==> src/rtl/program_loader_pkg.sv <==
// Shared definitions for the boot-time program loader: FSM states, error
// codes, frame layout and the length-legality helper.
package program_loader_pkg;

  // Default build parameters
  localparam int unsigned MAX_LEN_DEF = 31;
  localparam int unsigned TIMEOUT_DEF = 1000;
  localparam int unsigned TMO_W_DEF   = 10;

  // Frame layout: one length byte, L program bytes, one XOR checksum byte
  localparam int unsigned HDR_BYTES  = 1;
  localparam int unsigned CSUM_BYTES = 1;

  typedef enum logic [2:0] {
    ST_IDLE  = 3'd0,
    ST_CLEAR = 3'd1,
    ST_LOAD  = 3'd2,
    ST_CHECK = 3'd3,
    ST_RUN   = 3'd4,
    ST_ERROR = 3'd5
  } state_e;

  typedef enum logic [2:0] {
    ERR_NONE = 3'd0,
    ERR_LEN  = 3'd1,
    ERR_OVF  = 3'd2,
    ERR_CSUM = 3'd3,
    ERR_TMO  = 3'd4
  } err_e;

  // A length byte is usable when it is non-zero and fits the buffer
  function automatic logic len_legal(input logic [7:0] len, input int unsigned max_len);
    return (len != 8'd0) && (32'(len) <= max_len);
  endfunction

endpackage

==> src/rtl/program_loader_if.sv <==
// Byte-stream, program-buffer and status signals of the program loader.
// slave = the loader itself; master = the surrounding system (RX source,
// program buffer and CPU-side observers).
interface program_loader_if;
  logic [7:0] rx_data;
  logic       rx_valid;
  logic       rx_ready;
  logic       reload;
  logic       buf_full;
  logic       buf_wr;
  logic [7:0] buf_data;
  logic       buf_clear;
  logic       cpu_run;
  logic       load_busy;
  logic       load_err;
  logic [2:0] err_code;
  logic [5:0] byte_count;

  modport slave (
    input  rx_data, rx_valid, reload, buf_full,
    output rx_ready, buf_wr, buf_data, buf_clear, cpu_run,
           load_busy, load_err, err_code, byte_count
  );

  modport master (
    output rx_data, rx_valid, reload, buf_full,
    input  rx_ready, buf_wr, buf_data, buf_clear, cpu_run,
           load_busy, load_err, err_code, byte_count
  );
endinterface

==> src/rtl/program_loader_gap_timer.sv <==
// Inter-byte gap counter. Counts enabled cycles since the last clear and
// flags the cycle on which the gap reaches TIMEOUT cycles.
module loader_gap_timer #(
  parameter int unsigned TIMEOUT = 1000,
  parameter int unsigned TMO_W   = 10
) (
  input  logic CPU_Clk,
  input  logic Reset,
  input  logic clr_i,
  input  logic en_i,
  output logic expired_o
);

  localparam logic [TMO_W-1:0] LAST = TMO_W'(TIMEOUT - 1);

  logic [TMO_W-1:0] gap_q;
  logic [TMO_W-1:0] gap_d;

  // Next gap value: clear wins, then count up and hold at the last value
  always_comb begin
    // NOTE: default assignment first so every path drives gap_d and no latch is inferred.
    gap_d = gap_q;
    if (clr_i) begin
      gap_d = '0;
    end else if (en_i && (gap_q != LAST)) begin
      gap_d = gap_q + TMO_W'(1);
    end
  end

  // Gap register
  always_ff @(posedge CPU_Clk or posedge Reset) begin
    // NOTE: sequential state uses non-blocking assignments only.
    if (Reset) gap_q <= '0;
    else       gap_q <= gap_d;
  end

  // The TIMEOUT-th idle cycle; an accept in the same cycle clears instead
  assign expired_o = en_i && !clr_i && (gap_q == LAST);

endmodule

==> src/rtl/program_loader.sv <==
// Boot-time program loader: receives a length byte, L program bytes and an
// XOR checksum, streams the program into the CPU buffer and releases the CPU.
module program_loader
  import program_loader_pkg::*;
#(
  parameter int unsigned MAX_LEN = MAX_LEN_DEF,
  parameter int unsigned TIMEOUT = TIMEOUT_DEF,
  parameter int unsigned TMO_W   = TMO_W_DEF
) (
  input  logic             CPU_Clk,
  input  logic             Reset,
  program_loader_if.slave  bus
);

  localparam logic [5:0] MAX_CNT = 6'(MAX_LEN);

  state_e     state_q;
  err_e       err_q;
  logic [7:0] len_q;
  logic [7:0] xor_q;
  logic [5:0] cnt_q;
  logic       armed_q;   // low during Reset and until the first edge after it

  logic       rx_ready;
  logic       accept;
  logic       expired;
  logic       gap_clr;
  logic       gap_en;
  logic [5:0] cnt_inc;
  logic       last_byte;
  logic       full_early;

  // Handshake readiness decoded from the registered state
  always_comb begin
    rx_ready = 1'b0;
    unique case (state_q)
      ST_IDLE:  rx_ready = armed_q;
      ST_LOAD:  rx_ready = !bus.buf_full;
      ST_CHECK: rx_ready = 1'b1;
      default:  rx_ready = 1'b0;
    endcase
  end

  assign accept     = bus.rx_valid && rx_ready;
  assign cnt_inc    = (cnt_q == MAX_CNT) ? cnt_q : cnt_q + 6'd1;
  assign last_byte  = ({2'b00, cnt_inc} == len_q);
  assign full_early = bus.buf_full && ({2'b00, cnt_q} < len_q);

  assign gap_en  = (state_q == ST_LOAD) || (state_q == ST_CHECK);
  assign gap_clr = bus.reload || accept || (state_q == ST_CLEAR);

  loader_gap_timer #(
    .TIMEOUT (TIMEOUT),
    .TMO_W   (TMO_W)
  ) u_gap_timer (
    .CPU_Clk   (CPU_Clk),
    .Reset     (Reset),
    .clr_i     (gap_clr),
    .en_i      (gap_en),
    .expired_o (expired)
  );

  // Loader FSM with length, checksum, byte count and error registers
  always_ff @(posedge CPU_Clk or posedge Reset) begin
    if (Reset) begin
      state_q <= ST_IDLE;
      err_q   <= ERR_NONE;
      len_q   <= 8'd0;
      xor_q   <= 8'd0;
      cnt_q   <= 6'd0;
      armed_q <= 1'b0;
    end else begin
      armed_q <= 1'b1;
      if (bus.reload) begin
        state_q <= ST_IDLE;
        err_q   <= ERR_NONE;
        xor_q   <= 8'd0;
        cnt_q   <= 6'd0;
      end else begin
        unique case (state_q)
          ST_IDLE: begin
            if (accept) begin
              len_q <= bus.rx_data;
              if (len_legal(bus.rx_data, MAX_LEN)) begin
                state_q <= ST_CLEAR;
                cnt_q   <= 6'd0;
                xor_q   <= 8'd0;
              end else begin
                state_q <= ST_ERROR;
                err_q   <= ERR_LEN;
              end
            end
          end
          ST_CLEAR: state_q <= ST_LOAD;
          ST_LOAD: begin
            if (full_early) begin
              state_q <= ST_ERROR;
              err_q   <= ERR_OVF;
            end else if (accept) begin
              xor_q <= xor_q ^ bus.rx_data;
              cnt_q <= cnt_inc;
              if (last_byte) state_q <= ST_CHECK;
            end else if (expired) begin
              state_q <= ST_ERROR;
              err_q   <= ERR_TMO;
            end
          end
          ST_CHECK: begin
            if (accept) begin
              if (bus.rx_data == xor_q) begin
                state_q <= ST_RUN;
              end else begin
                state_q <= ST_ERROR;
                err_q   <= ERR_CSUM;
              end
            end else if (expired) begin
              state_q <= ST_ERROR;
              err_q   <= ERR_TMO;
            end
          end
          default: state_q <= state_q;   // RUN and ERROR wait for reload
        endcase
      end
    end
  end

  assign bus.rx_ready   = rx_ready;
  assign bus.buf_wr     = accept && (state_q == ST_LOAD);
  assign bus.buf_data   = bus.rx_data;
  assign bus.buf_clear  = (state_q == ST_CLEAR);
  assign bus.cpu_run    = (state_q == ST_RUN);
  assign bus.load_busy  = (state_q == ST_CLEAR) || (state_q == ST_LOAD) || (state_q == ST_CHECK);
  assign bus.load_err   = (state_q == ST_ERROR);
  assign bus.err_code   = err_q;
  assign bus.byte_count = cnt_q;

endmodule
==> src/flat_wrapper.sv <==
// flat-port wrapper written by rule: the top's interface ports become plain ports
module program_loader_flat import program_loader_pkg::*;
#(
  parameter int unsigned MAX_LEN = MAX_LEN_DEF,
  parameter int unsigned TIMEOUT = TIMEOUT_DEF,
  parameter int unsigned TMO_W   = TMO_W_DEF
)
  (CPU_Clk, Reset, bus_rx_data, bus_rx_valid, bus_reload, bus_buf_full, bus_rx_ready, bus_buf_wr, bus_buf_data, bus_buf_clear, bus_cpu_run, bus_load_busy, bus_load_err, bus_err_code, bus_byte_count);
  program_loader_if bus_i ();
  input  logic CPU_Clk;
  input  logic Reset;
  input wire logic [$bits(bus_i.rx_data)-1:0] bus_rx_data;
  input wire logic [$bits(bus_i.rx_valid)-1:0] bus_rx_valid;
  input wire logic [$bits(bus_i.reload)-1:0] bus_reload;
  input wire logic [$bits(bus_i.buf_full)-1:0] bus_buf_full;
  output wire logic [$bits(bus_i.rx_ready)-1:0] bus_rx_ready;
  output wire logic [$bits(bus_i.buf_wr)-1:0] bus_buf_wr;
  output wire logic [$bits(bus_i.buf_data)-1:0] bus_buf_data;
  output wire logic [$bits(bus_i.buf_clear)-1:0] bus_buf_clear;
  output wire logic [$bits(bus_i.cpu_run)-1:0] bus_cpu_run;
  output wire logic [$bits(bus_i.load_busy)-1:0] bus_load_busy;
  output wire logic [$bits(bus_i.load_err)-1:0] bus_load_err;
  output wire logic [$bits(bus_i.err_code)-1:0] bus_err_code;
  output wire logic [$bits(bus_i.byte_count)-1:0] bus_byte_count;
  assign bus_i.rx_data = bus_rx_data;
  assign bus_i.rx_valid = bus_rx_valid;
  assign bus_i.reload = bus_reload;
  assign bus_i.buf_full = bus_buf_full;
  assign bus_rx_ready = bus_i.rx_ready;
  assign bus_buf_wr = bus_i.buf_wr;
  assign bus_buf_data = bus_i.buf_data;
  assign bus_buf_clear = bus_i.buf_clear;
  assign bus_cpu_run = bus_i.cpu_run;
  assign bus_load_busy = bus_i.load_busy;
  assign bus_load_err = bus_i.load_err;
  assign bus_err_code = bus_i.err_code;
  assign bus_byte_count = bus_i.byte_count;
  program_loader #(.MAX_LEN(MAX_LEN), .TIMEOUT(TIMEOUT), .TMO_W(TMO_W)) u_core (.CPU_Clk(CPU_Clk), .Reset(Reset), .bus(bus_i));
endmodule
==> config.mk <==
export PLATFORM = sky130hd
export DESIGN_NAME = program_loader_flat
export DESIGN_NICKNAME = d
export VERILOG_FILES = /design/src/rtl/program_loader_pkg.sv /design/src/rtl/program_loader_if.sv /design/src/rtl/program_loader_gap_timer.sv /design/src/rtl/program_loader.sv /design/src/flat_wrapper.sv
export SDC_FILE = /design/constraint.sdc
export NUM_CORES = 1
export LEC_CHECK = 0
export BUFFER_PORTS_ARGS = -buffer_cell sky130_fd_sc_hd__clkbuf_2
export CAP_MARGIN = 20
export CELL_PAD_IN_SITES_DETAIL_PLACEMENT = 2
export CELL_PAD_IN_SITES_GLOBAL_PLACEMENT = 2
export CORE_AREA = 2 2 86 88
export DETAILED_ROUTE_END_ITERATION = 8
export DIE_AREA = 0 0 88 90
export GPL_TIMING_DRIVEN = 0
export PLACE_DENSITY = 0.85
export SKIP_CTS_REPAIR_TIMING = 1
export SYNTH_ARGS = -nofsm -noshare
export SYNTH_HDL_FRONTEND = slang
export SYNTH_SLANG_ARGS = --single-unit
==> constraint.sdc <==
create_clock -name CPU_Clk -period 3.58 [get_ports CPU_Clk]
set_input_delay 0.179 -clock CPU_Clk [delete_from_list [all_inputs] [get_ports CPU_Clk]]
set_output_delay 0.179 -clock CPU_Clk [all_outputs]
set_load 0.01 [all_outputs]
==> metrics.yaml <==
syn_area_per_cell_um2: 9.28
drc: 0
first_pass_iters: 4
syn-num-nets: 301
clock_skew_ps: 11.8
overflow: 0
yosysTopAreaCell: "dfrtp_1"
areaGrowthSynthToFinish_pct: 16.7
place_area_um2: 2910
maxCapViolCount: 0
cts_tree: "built"
wire_per_inst_um: 18.9
critPathArrivalTime_ps: 2750
cp-end-kind: "register"
synthAdderAreaFrac_pct: 3.36
std_cell_rows: 31
fmax_mhz: 394
die-area_um2: 7920
crit_family: "compound AO/OA/AOI/OAI gates"
yosysMostFrequentCell: "dfrtp_1"
start_kind: "register"
clock_power_share_pct: 21.9
power_density_nw_per_um2: 681
core_area_um2: 7020
synth-seq-cells: 39
synthArstFlopShare_pct: 100
diodes: 0
synth_edf_count: 0
synthFlopType: "dfrtp_1"
leakage_nw: 1.46
hold_violations: 0
yosys.cell_types.count: 53
num_io_pins: 36
hold_class: "in -> async"
status: "finished clean"
dp_hpwl_um: 5670
vdd_drop_max_mv: 0.236
drt_wl_total_um: 8010
final_nets: 343
path_max_fanout: 8
p_comb_share_pct: 43.9
die_w_um: 88
reg2reg_depth: 7
synthMuxAreaShare_pct: 5.42
grt_antenna_before_repair: 0
cp.depth: 7
cts-root-buf: "clkbuf_8"
grt_pass1_vias: 2487
synthSimpleGateAreaFrac_pct: 22.9
cp_cell_sequence: "ha_1 > and4bb_2 > a221oi_1 > o21ai_1 > a21oi_1 > o21ai_1 > o22ai_1"
p_int_mw: 1.22
finalSetupViolCount: 0
finalSetupTns_ps: 0
grt_max_degree: 40
synthCells: 281
htreeDepth: 2
yosysTopAreaCellShare_pct: 37.4
tightest_slew_ps: 861
grt.total_usage_pct: 21.6
rsz0062_at_grt: "false"
cts.clk_slew.worst_paths_ps: 80
cts_buffers: 5
synth_area_um2: 2610
clock-sinks: 39
max_stage_delay_ps: 470
clk_latency_ps: 300
swShare_pct: 41.0
slew_viol_final: 0
synth-compound-area-share_pct: 15.9
whs_ps: 27.4
fin_util_pct: 43.3
synth_top_family_by_area: "simple AND/OR/NAND/NOR gates"
power_frac_seq_pct: 34.2
synth_area_leaders: "dfrtp_1 37%, nor3b_1 5.2%, xor2_1 5.0%, xnor2_1 3.7%, mux2_2 3.5%"
drive_gt1_share_pct: 23.1
crit_path_frequent_cell: "o21ai_1"
grt_pass1_wl_um: 13300
clk_path_buf_depth: 2
io_buffers: 35
cp_slowest_cell: "dfrtp_1"
min_period_over_period_pct: 70.9
final_cell_area_um2: 3040
yosysSeqAreaShare_pct: 37.4
fp.dieH_um: 90
viasPerCell: 5.45
synth_common_cells: "39 x dfrtp_1, 23 x nor2_1, 18 x nor3b_1"
finalCriticalPeriod_ps: 2540
p_switching_uw: 850
slew-limit-headroom_pct: 42.5
path_buf_inv: 0
synth_warnings: 0
gp_congestion: 0.836
drt-initial-drc-count: 133
ant_nets: 0
via_count: 2306
initial_core_util_pct: 37.1
critPathRequiredTime_ps: 3790
path_class: "reg -> reg"
synth_xor_area_share_pct: 8.73
## through the flow
| stage | std cells | power [mW] | setup WS [ps] |
|---|---|---|---|
| 2_1_floorplan | 281 | 1.32 | 1390 |
| 3_3_place_gp | 415 | 1.55 | 1090 |
| 3_5_place_dp | 415 | 1.61 | 1050 |
| 4_1_cts | 423 | 2.10 | 1020 |
| 5_1_grt | 423 | 2.22 | 865 |
| 6_report | 423 | 2.07 | 1040 |
## final cells by class
| cell class | count | area (um^2) |
|---|---|---|
| Buffer | 17 | 108 |
| Clock buffer | 5 | 68.8 |
| Clock inverter | 3 | 67.6 |
| Fill cell | 794 | 3980 |
| Inverter | 14 | 52.6 |
| Multi-Input combinational cell | 211 | 1470 |
| Sequential cell | 39 | 976 |
| Tap cell | 99 | 124 |
| Timing Repair Buffer | 35 | 175 |
## flip-flops by register name (all words and copies together) (netlist names)
register	flops
u_core.xor_q	8
u_core.state_q	3
u_core.len_q	8
u_core.bus.byte_count	6
u_core.u_gap_timer.gap_q	10
u_core.armed_q	1
u_core.bus.err_code	3
## metal layers
layer | vias up | wire [um] | GRT usage [%]
met1 | 1188 | 3580 | 28.3
met5 | - | 0 | 0
met3 | 12 | 148 | 2.57
li1 | 1082 | - | -
met4 | 0 | 124 | 5.26
met2 | 24 | 4150 | 37.1
## worst reg2reg max path, cell delays in order, from the launching register on
cell,delay [ps]
dfrtp_1,470
ha_1,340
and4bb_2,240
a221oi_1,350
o21ai_1,250
a21oi_1,300
o21ai_1,280
o22ai_1,240
## cells in the final DEF, fill, tap and decap left out, types with 11 or more instances in the layout
cell type   n
inv_1      12
nor3b_1    18
nor2_1     23
dfrtp_1    39
a21oi_1    15
xnor2_1    11
nand2_1    15
xor2_1     15
clkbuf_2   35
## path summary, 6_finish.rpt
| kind | startpoint | to | slack (ps) |
|---|---|---|---|
| min in group CPU_Clk | bus_rx_data[6] | u_core.len_q[6]$_DFFE_PP0P_ | 210 |
| max reg2reg | u_core.bus.byte_count[5]$_DFFE_PP0P_ | u_core.bus.byte_count[5]$_DFFE_PP0P_ | 1040 |
| min reg2reg | u_core.bus.err_code[2]$_DFFE_PP0P_ | u_core.bus.err_code[2]$_DFFE_PP0P_ | 520 |
| max in group asynchronous | Reset | u_core.bus.byte_count[5]$_DFFE_PP0P_ | 2990 |
| min | Reset | u_core.u_gap_timer.gap_q[6]$_DFFE_PP0P_ | 30 |
| max | u_core.bus.byte_count[5]$_DFFE_PP0P_ | u_core.bus.byte_count[5]$_DFFE_PP0P_ | 1040 |
## cell families after synthesis
group / Yosys count
other: 1
muxes: 13
adders and majority gates: 7
AOI/OAI and AO/OA: 60
DFF: 39
buffers and inverters: 31
and+or+nand+nor: 104
xor gates and xnor gates: 26
## power by group through the flow
stage | sequential (mW) | combinational (mW) | clock [mW]
final | 0.709 | 0.910 | 0.455
after global routing | 0.731 | 1.01 | 0.476
after CTS | 0.708 | 0.923 | 0.465
after detailed placement | 0.714 | 0.896 | 0
after global placement | 0.699 | 0.849 | 0
after floorplan | 0.676 | 0.640 | 0
Power figures use the tool's default switching activity.
